**config.mk**
```make
export PLATFORM = sky130hd
export DESIGN_NAME = spi_xfer_fsm
export DESIGN_NICKNAME = d
export VERILOG_FILES = /design/src/rtl/spi_pkg.sv /design/src/rtl/spi_bit_counter.sv /design/src/rtl/spi_xfer_fsm.sv
export SDC_FILE = /design/constraint.sdc
export NUM_CORES = 1
export LEC_CHECK = 0
export ABC_AREA = 1
export CORE_MARGIN = 4
export CORE_UTILIZATION = 42
export DETAILED_ROUTE_END_ITERATION = 10
export DONT_BUFFER_PORTS = 1
export SETUP_SLACK_MARGIN = 0.15
export SKIP_CTS_REPAIR_TIMING = 1
export SYNTH_ARGS = -nofsm -noshare
export SYNTH_HDL_FRONTEND = slang
export SYNTH_SLANG_ARGS = --single-unit
```
**constraint.sdc**
```tcl
create_clock -name clk -period 1.9 [get_ports clk]
set_clock_uncertainty 0.15 [all_clocks]
set_input_delay 0.38 -clock clk [delete_from_list [all_inputs] [get_ports clk]]
set_output_delay 0.38 -clock clk [all_outputs]
set_load 0.01 [all_outputs]
```
**src/rtl/spi_pkg.sv**
```systemverilog
// Shared types and defaults for the SPI transfer sequencer.
// Used by spi_xfer_fsm and spi_bit_counter.
package spi_pkg;

  localparam int ADDR_W_DEF = 7;
  localparam int DATA_W_DEF = 8;

  typedef enum logic [2:0] {
    IDLE  = 3'd0,
    ADDR  = 3'd1,
    RW    = 3'd2,
    READ  = 3'd3,
    WRITE = 3'd4,
    DONE  = 3'd5
  } state_t;

  function automatic int cnt_w(input int a, input int d);
    int m;
    m = (a > d) ? a : d;
    return $clog2(m + 1);
  endfunction

endpackage

```
**src/rtl/spi_bit_counter.sv**
```systemverilog
// Serial bit counter with synchronous clear and a terminal-count flag
// that reports when the current enable would reach i_term.
module spi_bit_counter #(
  parameter int W = 4
) (
  input  logic         clk,
  input  logic         reset,
  input  logic         i_clr,
  input  logic         i_en,
  input  logic [W-1:0] i_term,
  output logic         o_last
);

  logic [W-1:0] r_cnt;
  logic [W:0]   w_nxt;

  assign w_nxt  = {1'b0, r_cnt} + (W+1)'(1);
  assign o_last = (w_nxt == {1'b0, i_term});

  always_ff @(posedge clk or posedge reset) begin
    if (reset) begin
      r_cnt <= '0;
    end else if (i_clr) begin
      r_cnt <= '0;
    end else if (i_en) begin
      r_cnt <= w_nxt[W-1:0];
    end
  end

endmodule

```
**src/rtl/spi_xfer_fsm.sv**
```systemverilog
// SPI slave transfer sequencer: address, rw and data phases on sclk strobes.
// Define SPI_BURST_EN for auto-incrementing multi-word bursts.
module spi_xfer_fsm
  import spi_pkg::*;
#(
  parameter int ADDR_W = ADDR_W_DEF,
  parameter int DATA_W = DATA_W_DEF
) (
  input  logic clk,
  input  logic reset,
  input  logic sclk_edge,
  input  logic cs,
  input  logic rw,
  output logic miso_buff,
  output logic dm_we,
  output logic addr_we,
  output logic sr_we,
  output logic addr_inc,
  output logic xfer_done
);

  localparam int CW = cnt_w(ADDR_W, DATA_W);
  localparam logic [CW-1:0] ATERM = CW'(ADDR_W);
  localparam logic [CW-1:0] DTERM = CW'(DATA_W);

  state_t r_state;
  state_t w_state_nxt;

  logic r_miso, r_dm_we, r_addr_we, r_sr_we, r_addr_inc, r_done;
  logic w_miso, w_dm_we, w_addr_we, w_sr_we, w_addr_inc, w_done;

  logic r_pend_inc, r_pend_ld1, r_pend_ld2;
  logic w_pend_inc, w_pend_ld1, w_pend_ld2;

  logic          w_clr;
  logic          w_en;
  logic          w_last;
  logic [CW-1:0] w_term;

  spi_bit_counter #(
    .W(CW)
  ) u_cnt (
    .clk   (clk),
    .reset (reset),
    .i_clr (w_clr),
    .i_en  (w_en),
    .i_term(w_term),
    .o_last(w_last)
  );

  always_ff @(posedge clk or posedge reset) begin
    if (reset) begin
      r_state    <= IDLE;
      r_miso     <= 1'b0;
      r_dm_we    <= 1'b0;
      r_addr_we  <= 1'b0;
      r_sr_we    <= 1'b0;
      r_addr_inc <= 1'b0;
      r_done     <= 1'b0;
      r_pend_inc <= 1'b0;
      r_pend_ld1 <= 1'b0;
      r_pend_ld2 <= 1'b0;
    end else begin
      r_state    <= w_state_nxt;
      r_miso     <= w_miso;
      r_dm_we    <= w_dm_we;
      r_addr_we  <= w_addr_we;
      r_sr_we    <= w_sr_we;
      r_addr_inc <= w_addr_inc;
      r_done     <= w_done;
      r_pend_inc <= w_pend_inc;
      r_pend_ld1 <= w_pend_ld1;
      r_pend_ld2 <= w_pend_ld2;
    end
  end

  always_comb begin
    w_state_nxt = r_state;
    w_clr       = 1'b0;
    w_en        = 1'b0;
    w_term      = DTERM;
    w_miso      = 1'b0;
    w_dm_we     = 1'b0;
    w_addr_we   = 1'b0;
    w_sr_we     = 1'b0;
    w_addr_inc  = 1'b0;
    w_done      = 1'b0;
    w_pend_inc  = 1'b0;
    w_pend_ld1  = 1'b0;
    w_pend_ld2  = 1'b0;
    if (cs) begin
      w_state_nxt = IDLE;
      w_clr       = 1'b1;
    end else begin
      // burst follow-ups: bump address, then reload once memory has it
      w_addr_inc = r_pend_inc;
      w_pend_ld2 = r_pend_ld1;
      w_sr_we    = r_pend_ld2;
      unique case (r_state)
        IDLE, ADDR: begin
          w_term = ATERM;
          if (sclk_edge) begin
            w_en        = 1'b1;
            w_state_nxt = ADDR;
            if (w_last) begin
              w_addr_we   = 1'b1;
              w_clr       = 1'b1;
              w_state_nxt = RW;
            end
          end
        end
        RW: begin
          if (sclk_edge) begin
            w_clr = 1'b1;
            if (rw) begin
              w_sr_we     = 1'b1;
              w_miso      = 1'b1;
              w_state_nxt = READ;
            end else begin
              w_state_nxt = WRITE;
            end
          end
        end
        READ: begin
          w_miso = 1'b1;
          if (sclk_edge) begin
            w_en = 1'b1;
            if (w_last) begin
              w_done = 1'b1;
              w_clr  = 1'b1;
`ifdef SPI_BURST_EN
              w_pend_inc = 1'b1;
              w_pend_ld1 = 1'b1;
`else
              w_miso      = 1'b0;
              w_state_nxt = DONE;
`endif
            end
          end
        end
        WRITE: begin
          if (sclk_edge) begin
            w_en = 1'b1;
            if (w_last) begin
              w_done  = 1'b1;
              w_dm_we = 1'b1;
              w_clr   = 1'b1;
`ifdef SPI_BURST_EN
              w_pend_inc = 1'b1;
`else
              w_state_nxt = DONE;
`endif
            end
          end
        end
        DONE: begin
          w_clr = 1'b1;
        end
        default: begin
          w_state_nxt = IDLE;
          w_clr       = 1'b1;
        end
      endcase
    end
  end

  assign miso_buff = r_miso;
  assign dm_we     = r_dm_we;
  assign addr_we   = r_addr_we;
  assign sr_we     = r_sr_we;
  assign addr_inc  = r_addr_inc;
  assign xfer_done = r_done;

endmodule
```
---- After elaboration in Yosys (flattened, before gate mapping) ----
Index checks and enable logic that the tools add are counted.
storage, ports and cells
  bits in registers ....................... 12
  output and inout bits ................... 6
  input bits .............................. 5
cells by class
  mux-type cells .......................... 33
  reductions and logical operators ........ 6
  equal/unequal tests ..................... 11
  $add $sub $neg .......................... 1
operator list
  operator               number
  $mux W1                19
  $mux W3                6
  $mux W4                4
  $pmux W3 S4            1
  $eq A3 B2 Y1 const B   2
  $eq A3 B3 Y1 const B   2
  $ne A3 B1 Y1 const B   2
  $ne A3 B3 Y1 const B   2
  $add A4 B1 Y5 const B  1
  $eq A5 B4 Y1           1
  $reduce_and A5 Y1      1
  $pmux W1 S2            2
  $reduce_or A2 Y1       2
  $reduce_or A4 Y1       1
  $eq A3 B1 Y1 const B   1
  $logic_not A3 Y1       1
  $mux W2                1
  $ne A2 B2 Y1 const B   1
  $reduce_bool A2 Y1     1

---- Depth between registers and ports, before layout ----
  depth after elaboration ................. 10
  gate-level depth with buffers ........... 12
  mapped depth without buffers ............ 12

---- Modules after synthesis ----
From an unflattened synthesis, not the netlist that was laid out.
second synthesis, totals
  cell total of the unflattened synthesis .. 111
  area total of the unflattened synthesis .. 764.5 um2
modules (own cells, without submodules)
  module           area each (um2)  cells an instance  instances
  spi_xfer_fsm     461.7            66                 1
  spi_bit_counter  302.8            45                 1

---- Least setup slack after synthesis ----
Ideal clock, no wire load.
  path type ............................... register -> register
  from .................................... register u_cnt.r_cnt[0]
  to ...................................... register r_state[1]
  data arrival time ....................... 1.383 ns
  required time ........................... 1.633 ns
  library setup time ...................... 0.117 ns
  slack ................................... 0.249 ns
  stages on the path, launching flop included .. 10
  path through ............................ dfrtp_1 > ha_1 > nor2_1 > nand3_1 > nand2_1 > nand3_4 > nand2_1 > nand2_1 > nand2_1 > nand2_1
on the way
  cells in the longest elaborated chain, start to end .. 6
RTL lines
  what                    line                   source
  from (decl)             spi_bit_counter.sv:14  logic [W-1:0] r_cnt;
  from (signal assigned)  spi_bit_counter.sv:26  r_cnt <= w_nxt[W-1:0];
  $add A4 B1 Y5 (*)       spi_bit_counter.sv:17  assign w_nxt = {1'b0, r_cnt} + (W+1)'(1);
  $eq A5 B4 Y1 (*)        spi_bit_counter.sv:18  assign o_last = (w_nxt == {1'b0, i_term});
  $mux W2                 spi_xfer_fsm.sv:105    if (w_last) begin
  $mux W3                 spi_xfer_fsm.sv:102    if (sclk_edge) begin
  $pmux W3 S4             spi_xfer_fsm.sv:99     unique case (r_state)
  $mux W3                 spi_xfer_fsm.sv:91     if (cs) begin
  to (signal assigned)    spi_xfer_fsm.sv:64     r_state <= w_state_nxt;
  to (decl)               spi_xfer_fsm.sv:26     state_t r_state;
Every way passes the cells marked *; elsewhere a longest branch is shown, timed or not. The select of a mux whose other input is x is not followed.
A chain may end at the register's enable or synchronous reset.

---- Worst setup path after layout ----
  from .................................... register u_cnt.r_cnt[1]
  to ...................................... register u_cnt.r_cnt[0]
on the way
  cells in the longest elaborated chain, start to end .. 7
RTL lines
  what                                           line
  $add A4 B1 Y5 (*)                              spi_bit_counter.sv:17
  $eq A5 B4 Y1 (*)                               spi_bit_counter.sv:18
  $mux W1 (*)                                    spi_xfer_fsm.sv:105, spi_xfer_fsm.sv:128, spi_xfer_fsm.sv:144
  $mux W1 (*)                                    spi_xfer_fsm.sv:102
  $pmux W1 S2 (*)                                spi_xfer_fsm.sv:99
  $mux W1 (*)                                    spi_xfer_fsm.sv:91
  $mux W4 or $reduce_bool A2 Y1 (tied branches)  --
Every way passes the cells marked *; elsewhere a longest branch is shown, timed or not.

==> impl_metrics.yaml <==
run_status:
  status: "complete, no violations"
die:
  rows: 15
  core_area_um2: 1727
  start_util_pct: 44.28
  ios: 11
  die_x_um: 50.67
  dieArea_um2: 2567
  die_y_um: 50.67
grt:
  grt.total_usage_pct: 12.63
  grt_pass1_vias: 574
  grt_pass1_wl_um: 2401
  grt_overflow_total: 0
  antenna_found_initial: 0
  grt_max_degree: 13
clocking:
  cts-root-buf: "clkbuf_4"
  cts.htree.levels: 1
  clk_latency_ns: 0.27
  clkTransAtPathRegs_ns: 0.07
  cts_buffers: 3
  cts_tree: "done"
  clock-sinks: 12
  clock_path_buffers: 2
power:
  power_density_nw_per_um2: 604.3
  vdd_drop_max_mv: 0.2275
  finalPower_mw: 0.5406
  leakage_nw: 0.4559
synth:
  synth_warnings: 0
  synth_nets: 115
  async_flop_share_pct: 100.0
  ys.flop_type: "dfrtp_1"
  synth-edff-count: 0
  synthTopCellsByArea: "dfrtp_1 39%, nand2_1 15%, nor2_1 8.3%, inv_1 7.4%, a21oi_1 3.9%"
  yosysSeqAreaShare_pct: 39.28
  netlist_area_um2: 764.5
  synth_area_per_cell_um2: 7.014
  synth_top_area_share_pct: 39.28
  ys_ff_latch: 12
  synthCells: 109
  synth.distinct_cells: 20
  synth_area_leader_cell: "dfrtp_1"
drt:
  ant_nets: 0
  wl_per_cell_um: 11.16
  dr.pass1.iters: 4
  drt_wl_total_um: 1596
  drtIter0Drc: 12
  via_per_inst: 4.797
  drc: 0
  num_vias: 686
place:
  hpwl_um: 1157
  dpl.cell_count: 132
  gp_routability_congestion: 0.8664
  port_buffers: 0
sta:
  rsz0062_at_grt: "yes"
  slew_violations: 0
  fmax_mhz: 588.4
  hold_viol: 0
  finalSetupTns_ns: 0
  hold-worst-slack_ns: 0.02833
  finalSetupViolCount: 0
  fin_crit_sh_pct: 89.45
  period_needed_ns: 1.700
setup_path:
  rrSetupSlack_ns: 0.20
  cp_max_fo: 6
  start_kind: "flop"
  cp.arrival_ns: 1.70
  path_class: "reg2reg"
  required_ns: 1.90
  cp-end-kind: "flop"
final_layout:
  filler_cell_count: 166
  finalNonFillerCells: 143
  final_cell_mix: "27 x nand2_1, 17 x nor2_1, 15 x inv_1"
  area_delta_synth_final_pct: 17.02
  n_antenna_cell: 0
  drive_above_1_share_pct: 21.19
  layout.nets: 125
  final_common_cell: "nand2_1"
hold_path:
  hp-class: "in2reg"
job:
  maxCapViolCount: 0
## registers in the layout (all words and copies together) (netlist names)
register     cells
dm_we            1
xfer_done        1
u_cnt.r_cnt      4
miso_buff        1
addr_we          1
r_state          3
sr_we            1
## path summary, 6_finish.rpt
path / endpoint / cells after the start / startpoint
min: sr_we$_DFF_PP0_ / 1 / cs
max in group asynchronous: u_cnt.r_cnt[0]$_DFFE_PP0P_ / 2 / reset
max: u_cnt.r_cnt[0]$_DFFE_PP0P_ / 8 / u_cnt.r_cnt[1]$_DFFE_PP0P_
min in group asynchronous: addr_we$_DFF_PP0_ / 2 / reset
min reg2reg: r_state[0]$_DFFE_PP0P_ / 2 / r_state[0]$_DFFE_PP0P_
max reg2reg: u_cnt.r_cnt[0]$_DFFE_PP0P_ / 8 / u_cnt.r_cnt[1]$_DFFE_PP0P_
## logic make-up (layout without fill, tap and decap cells)
logic type / after synthesis / count (layout) / synth area share (%)
flip-flops: 12 / 12 / 39.28
other: 1 / 1 / 0.4905
AND/OR/NAND/NOR: 65 / 65 / 38.46
adder cells (fa/ha/maj): 1 / 1 / 1.636
buffers and inverters: 18 / 27 / 10.31
AO/OA/AOI/OAI: 12 / 12 / 9.821
## through the flow
stage               area (um2)  utilization (%)  setup WS (ns)
CTS                      813.3            47.10         0.1024
global placement         777.0            45.00         0.1513
detailed placement       777.0            45.00         0.1129
floorplan                764.5                -         0.2494
global route             894.6            51.81        0.08244
finish                   894.6            51.81         0.2004
## per-layer routing
layer / part of all wire (%) / vias to the layer above / GRT usage [%]
li1: - / 356 / -
met1: 50 / 302 / 16.51
met2: 42 / 26 / 18.91
met3: 7.0 / 2 / 4.154
met4: 1.1 / 0 / 5.381
met5: 0 / - / 0
## report_power, final
group / switching (mW) / internal, mW / leakage, nW
sequential: 0.0101 / 0.262 / 0.163
clock: 0.0824 / 0.116 / 0.0210
combinational: 0.0401 / 0.0298 / 0.272
total: 0.133 / 0.408 / 0.456
## Yosys cell counts (2+ instances only)
library cell and number:
a21oi_1 6, dfrtp_1 12, inv_1 15, nand2_1 31, nand2_2 2, nand3_1 5
nand4_1 4, nor2_1 17, nor2_2 3, o21ai_0 4
## critical path, cell delays in order, from the launching register on
cell and delay, ns:
dfrtp_1 0.44, ha_4 0.29, nand2_1 0.05, nor2_1 0.09
nand2_1 0.06, nand2_2 0.08, nand3_4 0.12, o21ai_2 0.22
nor3_1 0.07
## final cells by class
type / count / area, um2 / share of cell area, %
multi-input combinational: 79 / 407.9 / 45.59
sequential: 12 / 301.5 / 33.71
inverter: 16 / 60.06 / 6.713
timing repair buffer: 7 / 57.56 / 6.434
clock buffer: 4 / 36.28 / 4.056
tap: 25 / 31.28 / 3.497
(Power assumes the default switching activity.)
